## src/rtl/reg_byte_reader.sv

```systemverilog
// Streams a captured 16-bit register value as two byte transfers (valid/ready), each tagged with a FunSel hint.
// Build option REG_BYTE_READER_COMPACT_EN: words with a zero high byte go out as one byte (FunSel 100).
module reg_byte_reader #(
   parameter bit HIGH_FIRST = 1'b0
) (
   input  logic        Clock,
   input  logic        Reset,
   input  logic        Start,
   input  logic [15:0] Q_in,
   output logic        Busy,
   output logic [7:0]  ByteOut,
   output logic        ByteValid,
   input  logic        ByteReady,
   output logic [2:0]  ByteFunSel,
   output logic        Done
);

   localparam logic [2:0] FS_LOW     = 3'b101;
   localparam logic [2:0] FS_HIGH    = 3'b110;
   localparam logic [2:0] FS_COMPACT = 3'b100;

   typedef enum logic [1:0] {IDLE, FIRST, SECOND} state_t;

   state_t      state, state_nxt;
   logic [15:0] word;
   logic        capture;
   logic        done_nxt;
   logic        compact;

`ifdef REG_BYTE_READER_COMPACT_EN
   assign compact = (word[15:8] == 8'h00);
`else
   assign compact = 1'b0;
`endif

   always_ff @(posedge Clock or negedge Reset) begin
      if (!Reset) begin
         state <= IDLE;
         word  <= 16'h0000;
         Done  <= 1'b0;
      end else begin
         state <= state_nxt;
         Done  <= done_nxt;
         if (capture) word <= Q_in;
      end
   end

   always_comb begin
      state_nxt = state;
      capture   = 1'b0;
      done_nxt  = 1'b0;
      case (state)
         IDLE: begin
            if (Start) begin
               state_nxt = FIRST;
               capture   = 1'b1;
            end
         end
         FIRST: begin
            if (ByteReady) begin
               if (compact) begin
                  state_nxt = IDLE;
                  done_nxt  = 1'b1;
               end else begin
                  state_nxt = SECOND;
               end
            end
         end
         SECOND: begin
            if (ByteReady) begin
               state_nxt = IDLE;
               done_nxt  = 1'b1;
            end
         end
         default: state_nxt = IDLE;
      endcase
   end

   // Output bytes come straight from the held word, so they stay stable under backpressure.
   always_comb begin
      Busy       = 1'b0;
      ByteValid  = 1'b0;
      ByteOut    = 8'h00;
      ByteFunSel = 3'b000;
      case (state)
         FIRST: begin
            Busy      = 1'b1;
            ByteValid = 1'b1;
            if (compact) begin
               ByteOut    = word[7:0];
               ByteFunSel = FS_COMPACT;
            end else if (!HIGH_FIRST) begin
               ByteOut    = word[7:0];
               ByteFunSel = FS_LOW;
            end else begin
               ByteOut    = word[15:8];
               ByteFunSel = FS_HIGH;
            end
         end
         SECOND: begin
            Busy      = 1'b1;
            ByteValid = 1'b1;
            if (HIGH_FIRST) begin
               ByteOut    = word[7:0];
               ByteFunSel = FS_LOW;
            end else begin
               ByteOut    = word[15:8];
               ByteFunSel = FS_HIGH;
            end
         end
         default: ;
      endcase
   end

endmodule

```

## config.mk

```make
export PLATFORM = sky130hd
export DESIGN_NAME = reg_byte_reader
export DESIGN_NICKNAME = d
export VERILOG_FILES = /design/src/rtl/reg_byte_reader.sv
export SDC_FILE = /design/constraint.sdc
export NUM_CORES = 1
export LEC_CHECK = 0
export ABC_AREA = 1
export CORE_MARGIN = 3
export CORE_UTILIZATION = 28
export CTS_CLUSTER_SIZE = 28
export DETAILED_ROUTE_END_ITERATION = 16
export SLEW_MARGIN = 20
export SYNTH_ARGS = -nofsm -noshare
export SYNTH_HDL_FRONTEND = slang
export SYNTH_SLANG_ARGS = --single-unit
```

## constraint.sdc

```tcl
create_clock -name Clock -period 1.3 [get_ports Clock]
set_input_delay 0.26 -clock Clock [delete_from_list [all_inputs] [get_ports Clock]]
set_output_delay 0.26 -clock Clock [all_outputs]
set_load 0.05 [all_outputs]
```

# After elaboration in Yosys (flattened, before gate mapping)
# Cells that the tools add are included.
[op_classes]
eq_ne = 5
muxes = 11
reduce_logical = 3
[op_table]
columns = ["op", "count"]
rows = [
  ["$pmux W8 S2", 1],
  ["$mux W2", 3],
  ["$ne A2 B2 Y1 const B", 3],
  ["$pmux W2 S3", 1],
  ["$pmux W3 S2", 1],
  ["$mux W1", 5],
  ["$reduce_and A3 Y1", 1],
  ["$eq A2 B1 Y1 const B", 1],
  ["$eq A2 B2 Y1 const B", 1],
  ["$logic_not A2 Y1", 1],
  ["$reduce_or A2 Y1", 1],
]
[totals]
reg_bits = 19
out_inout_bits = 14
word_cells = 22

# Logic depth before layout (Yosys ltp)
# Gate-level depths: netlist (run 1).
[logic_depth]
word_depth = 3
depth_mapped = 7
depth_no_buf = 6

# Worst setup path after synthesis (run 1)
# OpenSTA, ideal clock, no wires.
[synth_timing]
path_type = "register to output"
start = "reg state[0]"
end = "out ByteOut[0]"
arrival_time_ps = 2075
required_ps = 1040
slack_ps = -1035
path_stages_with_launch = 5
path_buffers = 0
path_cell_list = "dfrtp_1 > inv_1 > ha_1 > inv_1 > a21oi_1"
[synth_between]
elab_chain_cells = 2
elab_cells_between_ends = 3
[synth_lines]
columns = ["item", "line_no", "rtl"]
rows = [
  ["start, declared", "24", "state_t state, state_nxt;"],
  ["start signal, assigned", "42", "state <= state_nxt;"],
  ["$eq A2 B2 Y1 / $eq A2 B1 Y1 (equally long branches)", "85", "case (state)"],
  ["$pmux W8 S2 *", "85", ""],
  ["end, declared", "11", "output logic [7:0] ByteOut,"],
]
# Every way passes the cells marked *; elsewhere a longest branch is shown, timed or not.

# Final worst setup path (run 1)
[layout_timing]
start = "reg state[0]"
end = "out ByteOut[2]"
# The elaborated chain is that of the path after synthesis.

==> impl_results.md, run 1 <==
* Status: finished, violations left
* Failing checks: setup timing
* Top post-synthesis cells by area: dfrtp_1 (45%), nand2_1 (19%), nand3_1 (8.6%)
* Worst path arrival time at 1.54 ns
* Vias at 980
* Cell count after synthesis at 126
* YS warnings at 0
* Number of setup violations in the final report at 15
* Largest net degree at the start of global routing at 20
* FMAX at 555 MHz
* Starting Density at 0.303
* CTS clk-pin slew, worst paths at 0.07 ns
* Slowest CP cell: dfrtp_1
* Max IR drop VDD at 0.000922 V
* CTS Sinks at 19
* CTS buffer count at 3
* Mean post-synth cell area at 8.33 sq um
* Clock skew at 0.00452 ns
* Die W at 67.2 um
* Startpoint types: register
* Sw power at 2.37 mW
* Seq pwr share at 0.195
* Mean routed wirelength per cell at 12.8 um
* Clk_lat worst skew at 0.26 ns
* Share of cells above drive strength 1 at 0.320
* Seq cells post-synth at 19
* Core area at 3470 sq um
* Max Root-Sink Buffers at 2
* Worst EP required at 1.04 ns
* Share of the yosys chip area belonging to registers at 0.453
* Total grt overflow at 0
* Main synth FF type: dfrtp_1
* Crit-path max cell delay at 0.38 ns
* Worst-case reg-to-reg path depth at 8
* First-pass GRT wire length at 4420 um
* Mapped cell area at 1050 sq um
* Slew margin rel. at 0.803
* Area leader, netlist: dfrtp_1
* Final ANT Viol Nets at 0
* Final critical-path required period at 1.80 ns
* Number of global-route vias before repair at 1004
* Min setup slack post-route at -0.501 ns
* Final hold vios at 0
* Synth async-reset ratio at 1.00
* Detailed placement HPWL at 1990 um
* Initial DRT Pass Iterations at 5
* Most common cell on crit path: buf_12
* Net Sw Frac at 0.454
* Total global routing track utilization at 0.129
* Layout area overhead at 75.4%
* Max-cap viol count at 0
* Antenna violations before repair at 0
* Synth unique cells at 14
* IO Count at 34
* Setup TNS at -5.37 ns
* Power share of the clock group at 0.078
* Final slew viol count at 0
* Worst Tran Pin Value at 0.295 ns
* Hold buffer count at cts at 0
* Syn nets at 152
* Worst-path cell chain: inv_2 -> ha_4 -> clkinvlp_4 -> buf_12 -> a21oi_4 -> buf_12
* P_leak at 0.818 nW
* Comb pwr share at 0.727
* Most common cell in the synthesized netlist: nand2_1
* CTS tree: built
* Crit Path Class: register to output pin
* Die area at 4520 sq um
* Root Driver: clkbuf_8
* Delay-heaviest family, CP: buffers and inverters
* Die Y at 67.2 um
* Crit Path Max Fanout at 8
* Design Power at 5.21 mW
* # nets final at 196
* Port bufs at 33
* RR Startpoint: state[0]
* Via density per instance at 4.56
* FF-to-FF End: state[1]
* DRC at 0
* Setup crit end kind: output pin
* Top cell type's share of synthesized area at 0.453
* Final cycle utilization of the critical path at 1.39
* Cell internal pwr at 2.85 mW
* Site Rows at 21
* Bufs and invs on worst path at 4
* Post-synth EDFFs at 0
* Reg2reg setup slack at -0.09 ns
* Hold crit path type: input pin to async pin
* # diodes at 0
* Final WL at 2750 um
* Power Density at 2830 nW/um^2
* Drt initial violations at 75
* # H-tree levels at 1
* GP Congestion at 0.671
* Most frequent cells after synthesis: nand2_1 (54), dfrtp_1 (19), nand3_1 (18), a21oi_1 (8)
* RSZ-0062 raised after global routing: yes
layer usage:
layer / up-vias / wire [um] / GRT usage
li1: 480 / - / -
met1: 457 / 1050 / 0.138
met2: 36 / 1510 / 0.249
met3: 7 / 168 / 0.0383
met4: 0 / 17 / 0.0253
met5: - / 0 / 0
per-stage QoR:
stage | instance area (sq um) | instances | worst slack [ns] | utilization | hold WS [ns]
global placement | 1700 | 206 | -0.319 | 0.489 | 0.457
global route | 1840 | 215 | -0.544 | 0.531 | 0.375
finish | 1840 | 215 | -0.501 | 0.531 | 0.347
detailed placement | 1700 | 206 | -0.393 | 0.489 | 0.459
floorplan | 1160 | 126 | -0.538 | - | -0.0356
CTS | 1810 | 213 | -0.494 | 0.523 | 0.350
kinds of logic (layout without fill, tap and decap cells):
family,after synthesis,in the layout,share of synthesized area
simple gates,76,76,0.319
fa+ha+maj,6,6,0.0715
buf+inv,16,59,0.113
flops,19,19,0.453
compound gates,9,9,0.0429
cell usage in the layout (no fill, tap or decap):
cell and count:
nand2_8 1, inv_2 2, nand3_1 18, o21ai_2 1
buf_12 17, ha_4 4, clkbuf_8 3, nand2_2 2
ha_2 1, clkinvlp_4 1, a21oi_4 8, nand2_1 54
ha_1 1, buf_4 11, clkdlybuf4s50_1 19, nand3_2 1
dfrtp_1 19, clkbuf_1 1, buf_6 2, inv_1 3
registers in the layout (all words and copies together) (netlist names):
signal  count
state       2
Done        1
word       16
timing repair:
| action | in CTS | in global routing |
|---|---|---|
| gates resized for setup | 10 | 2 |
| buffers inserted | 3 | 4 |
| pin swaps | 0 | 3 |
| endpoints found under the setup margin | 15 | 28 |
worst max path at each step:
| stage | cells past startpoint | endpoint | start | slack, ns |
|---|---|---|---|---|
| after floorplan | 4 | ByteOut[0] | state[0] | -0.54 |
| after global placement | 5 | ByteOut[4] | state[1] | -0.32 |
| after detailed placement | 5 | ByteOut[6] | state[1] | -0.39 |
| after CTS | 6 | ByteOut[4] | state[1] | -0.49 |
| after global routing | 6 | ByteOut[1] | state[0] | -0.54 |
| final | 6 | ByteOut[2] | state[0] | -0.50 |
cell type report:
| type | count | area, sq um |
|---|---|---|
| clock buffers | 4 | 45.0 |
| fillers | 329 | 1630 |
| inverters | 6 | 26.3 |
| multi-input cells | 91 | 602 |
| flip-flops and latches | 19 | 475 |
| well taps | 46 | 57.6 |
| repair buffers | 49 | 636 |
power groups by stage:
stage               Clock, mW  Sequential, mW  Combinational, mW
CTS                     0.422            1.02               3.73
floorplan                   0            1.02               2.12
global placement            0            1.02               3.45
finish                  0.407            1.02               3.79
detailed placement          0            1.03               3.51
global route            0.444            1.04               4.03
worst reg2reg max path: cells and delay by family (launching register included):
kind / cells / cell delay [ns]
adders and majority gates: 1 / 0.19
DFF: 1 / 0.40
buffers and inverters: 3 / 0.41
and+or+nand+nor: 4 / 0.28
Note: power is estimated with default switching activity, not from simulation.
==> run 2, diff against run 1 <==
--- a/config.mk
+++ b/config.mk
@@ -10,7 +10,8 @@
 export CORE_UTILIZATION = 28
 export CTS_CLUSTER_SIZE = 28
 export DETAILED_ROUTE_END_ITERATION = 16
-export SLEW_MARGIN = 20
+export GPL_ROUTABILITY_DRIVEN = 0
 export SYNTH_ARGS = -nofsm -noshare
 export SYNTH_HDL_FRONTEND = slang
 export SYNTH_SLANG_ARGS = --single-unit
+export TNS_END_PERCENT = 5
==> impl_results.md, run 2 (synthesis results as in run 1) <==
* CTS tree: built
* Antenna violations before repair at 0 (unchanged)
* DRC at 0 (unchanged)
* Placed insts at 206 (unchanged)
* Final slew viol count at 0 (unchanged)
* Reg2reg setup slack at -0.12 ns (-0.03 ns)
* Hold buffer count at cts at 0 (unchanged)
* CTS clk-pin slew, worst paths at 0.07 ns (about the same)
* RSZ-0062 raised after global routing: yes
* Port bufs at 33 (unchanged)
* Starting Density at 0.303 (unchanged)
* Filler cells at 337 (+2.4%)
* Largest net degree at the start of global routing at 20 (unchanged)
* Hold crit path type: input pin to async pin
* Max-cap viol count at 0 (unchanged)
* First-pass GRT wire length at 4350 um (-1.6%)
* Crit Path Max Fanout at 8 (unchanged)
* Final critical-path required period at 1.80 ns (-0.00149 ns)
* Core area at 3470 sq um (unchanged)
* Startpoint types: register
* Commonest non-fill, non-tap cell in the layout: nand2_1
* Most frequent cells in the layout: nand2_1 (54), dfrtp_1 (19), clkdlybuf4s50_1 (19)
* # nets final at 194 (-1.0%)
* Regs by FF count: word: 16 flops, state: 2 flops, Done: 1 flops
* Worst Tran Pin Value at 0.297 ns (+0.00183 ns)
* Status: finished, violations left
* Min setup slack post-route at -0.500 ns (+0.00149 ns)
* Die Y at 67.2 um (unchanged)
* Share of cells above drive strength 1 at 0.311 (-0.00815)
* FMAX at 556 MHz (about the same)
* Die area at 4520 sq um (unchanged)
* Final ANT Viol Nets at 0 (unchanged)
* Vias at 967 (-1.3%)
* IO Count at 34 (unchanged)
* Layout area overhead at 72.5%
* Max Root-Sink Buffers at 2 (unchanged)
* Number of setup violations in the final report at 15 (unchanged)
* Clock skew at 0.00419 ns (-0.000334 ns)
* Crit Path Class: register to output pin
* Site Rows at 21 (unchanged)
* Number of flip-flops in the largest register at 16 (unchanged)
* Via density per instance at 4.54 (-0.40%)
* WHS at 0.347 ns (+0.000872 ns)
* # diodes at 0 (unchanged)
* Total grt overflow at 0 (unchanged)
* FF-to-FF End: state[1]
* Drt initial violations at 56 (-25%)
* Setup crit end kind: output pin
* P_leak at 0.803 nW (-1.9%)
* # H-tree levels at 1 (unchanged)
* Die W at 67.2 um (unchanged)
* Root Driver: clkbuf_8
* Detailed placement HPWL at 1990 um (unchanged)
* CTS buffer count at 3 (unchanged)
* Max IR drop VDD at 0.000925 V (+0.26%)
* Mean routed wirelength per cell at 12.7 um (-0.72%)
* Slew margin rel. at 0.802 (-0.00122)
* Design Power at 5.09 mW (-2.3%)
* Power Density at 2810 nW/um^2 (-0.65%)
* Worst-case reg-to-reg path depth at 8 (unchanged)
* Final WL at 2700 um (-1.6%)
* Final hold vios at 0 (unchanged)
* CTS Sinks at 19 (unchanged)
* Clk_lat worst skew at 0.25 ns (about the same)
* Top reg by flops: word
* Initial DRT Pass Iterations at 4 (-1)
* Non-filler cells, final at 213 (-0.93%)
* Total global routing track utilization at 0.126 (-0.00279)
* Final cycle utilization of the critical path at 1.38 (about the same)
* Worst path arrival time at 1.54 ns (about the same)
* RR Startpoint: state[0]
* Number of global-route vias before repair at 1003 (-0.10%)
* Worst EP required at 1.04 ns (about the same)
* Failing checks: setup timing
## run 2: cell types whose count changed in the layout (fill, tap and decap cells not counted), sizes merged
| cell | change |
|---|---|
| buf | -2 |
## run 2: power breakdown
group	switching [mW]	total, mW	internal [mW]	leakage [nW]
clock	0.189	0.407	0.218	0.0228
combinational	2.00	3.67	1.67	0.543
sequential	0.153	1.02	0.865	0.237
## run 2: stage by stage
step | setup TNS, ns | instance area [sq um] | setup WS [ns] | utilization
finish | -5.36 | 1810 | -0.500 | 0.522
global route | -6.01 | 1810 | -0.541 | 0.522
CTS | -5.03 | 1800 | -0.499 | 0.520
detailed placement | -4.19 | 1700 | -0.393 | 0.489
global placement | -3.34 | 1700 | -0.319 | 0.489
floorplan | -4.35 | 1160 | -0.538 | -
## run 2: how the worst max path moves through the flow
stage,cells past startpoint,slack [ns],to,from
2_1_floorplan,4,-0.54,ByteOut[0],state[0]
3_3_place_gp,5,-0.32,ByteOut[4],state[1]
3_5_place_dp,5,-0.39,ByteOut[6],state[1]
4_1_cts,6,-0.50,ByteOut[4],state[1]
5_1_grt,6,-0.54,ByteOut[1],state[1]
6_report,6,-0.50,ByteOut[4],state[0]
## run 2: layer usage
metal | part of all wire | up-vias | wire length [um] | GRT usage
met3 | 0.061 | 0 | 166 | 0.0383
met5 | 0 | - | 0 | 0
met2 | 0.56 | 29 | 1500 | 0.252
li1 | - | 476 | - | -
met1 | 0.38 | 462 | 1030 | 0.127
met4 | 0 | 0 | 0 | 0.0253
## run 2: timing repair
item | in CTS | in global routing
endpoints found under the setup margin | 15 | 24
pin swaps | 1 | 1
resized for setup | 9 | 0
buffers inserted | 2 | 1
endpoints found under the hold margin | 0 | 0
## run 2: cell type report
cell class / count / area (sq um) / share of cell area
timing repair buffer: 47 / 604 / 0.334
clock buffer: 4 / 45.0 / 0.0249
sequential: 19 / 475 / 0.263
multi-input combinational: 91 / 602 / 0.332
inverter: 6 / 26.3 / 0.0145
tap: 46 / 57.6 / 0.0318
## run 2: critical path, cell delays in order, from the launching register on
cell,delay (ns)
dfrtp_1,0.38
inv_2,0.08
ha_4,0.29
clkinvlp_4,0.08
buf_12,0.16
a21oi_4,0.14
buf_12,0.15
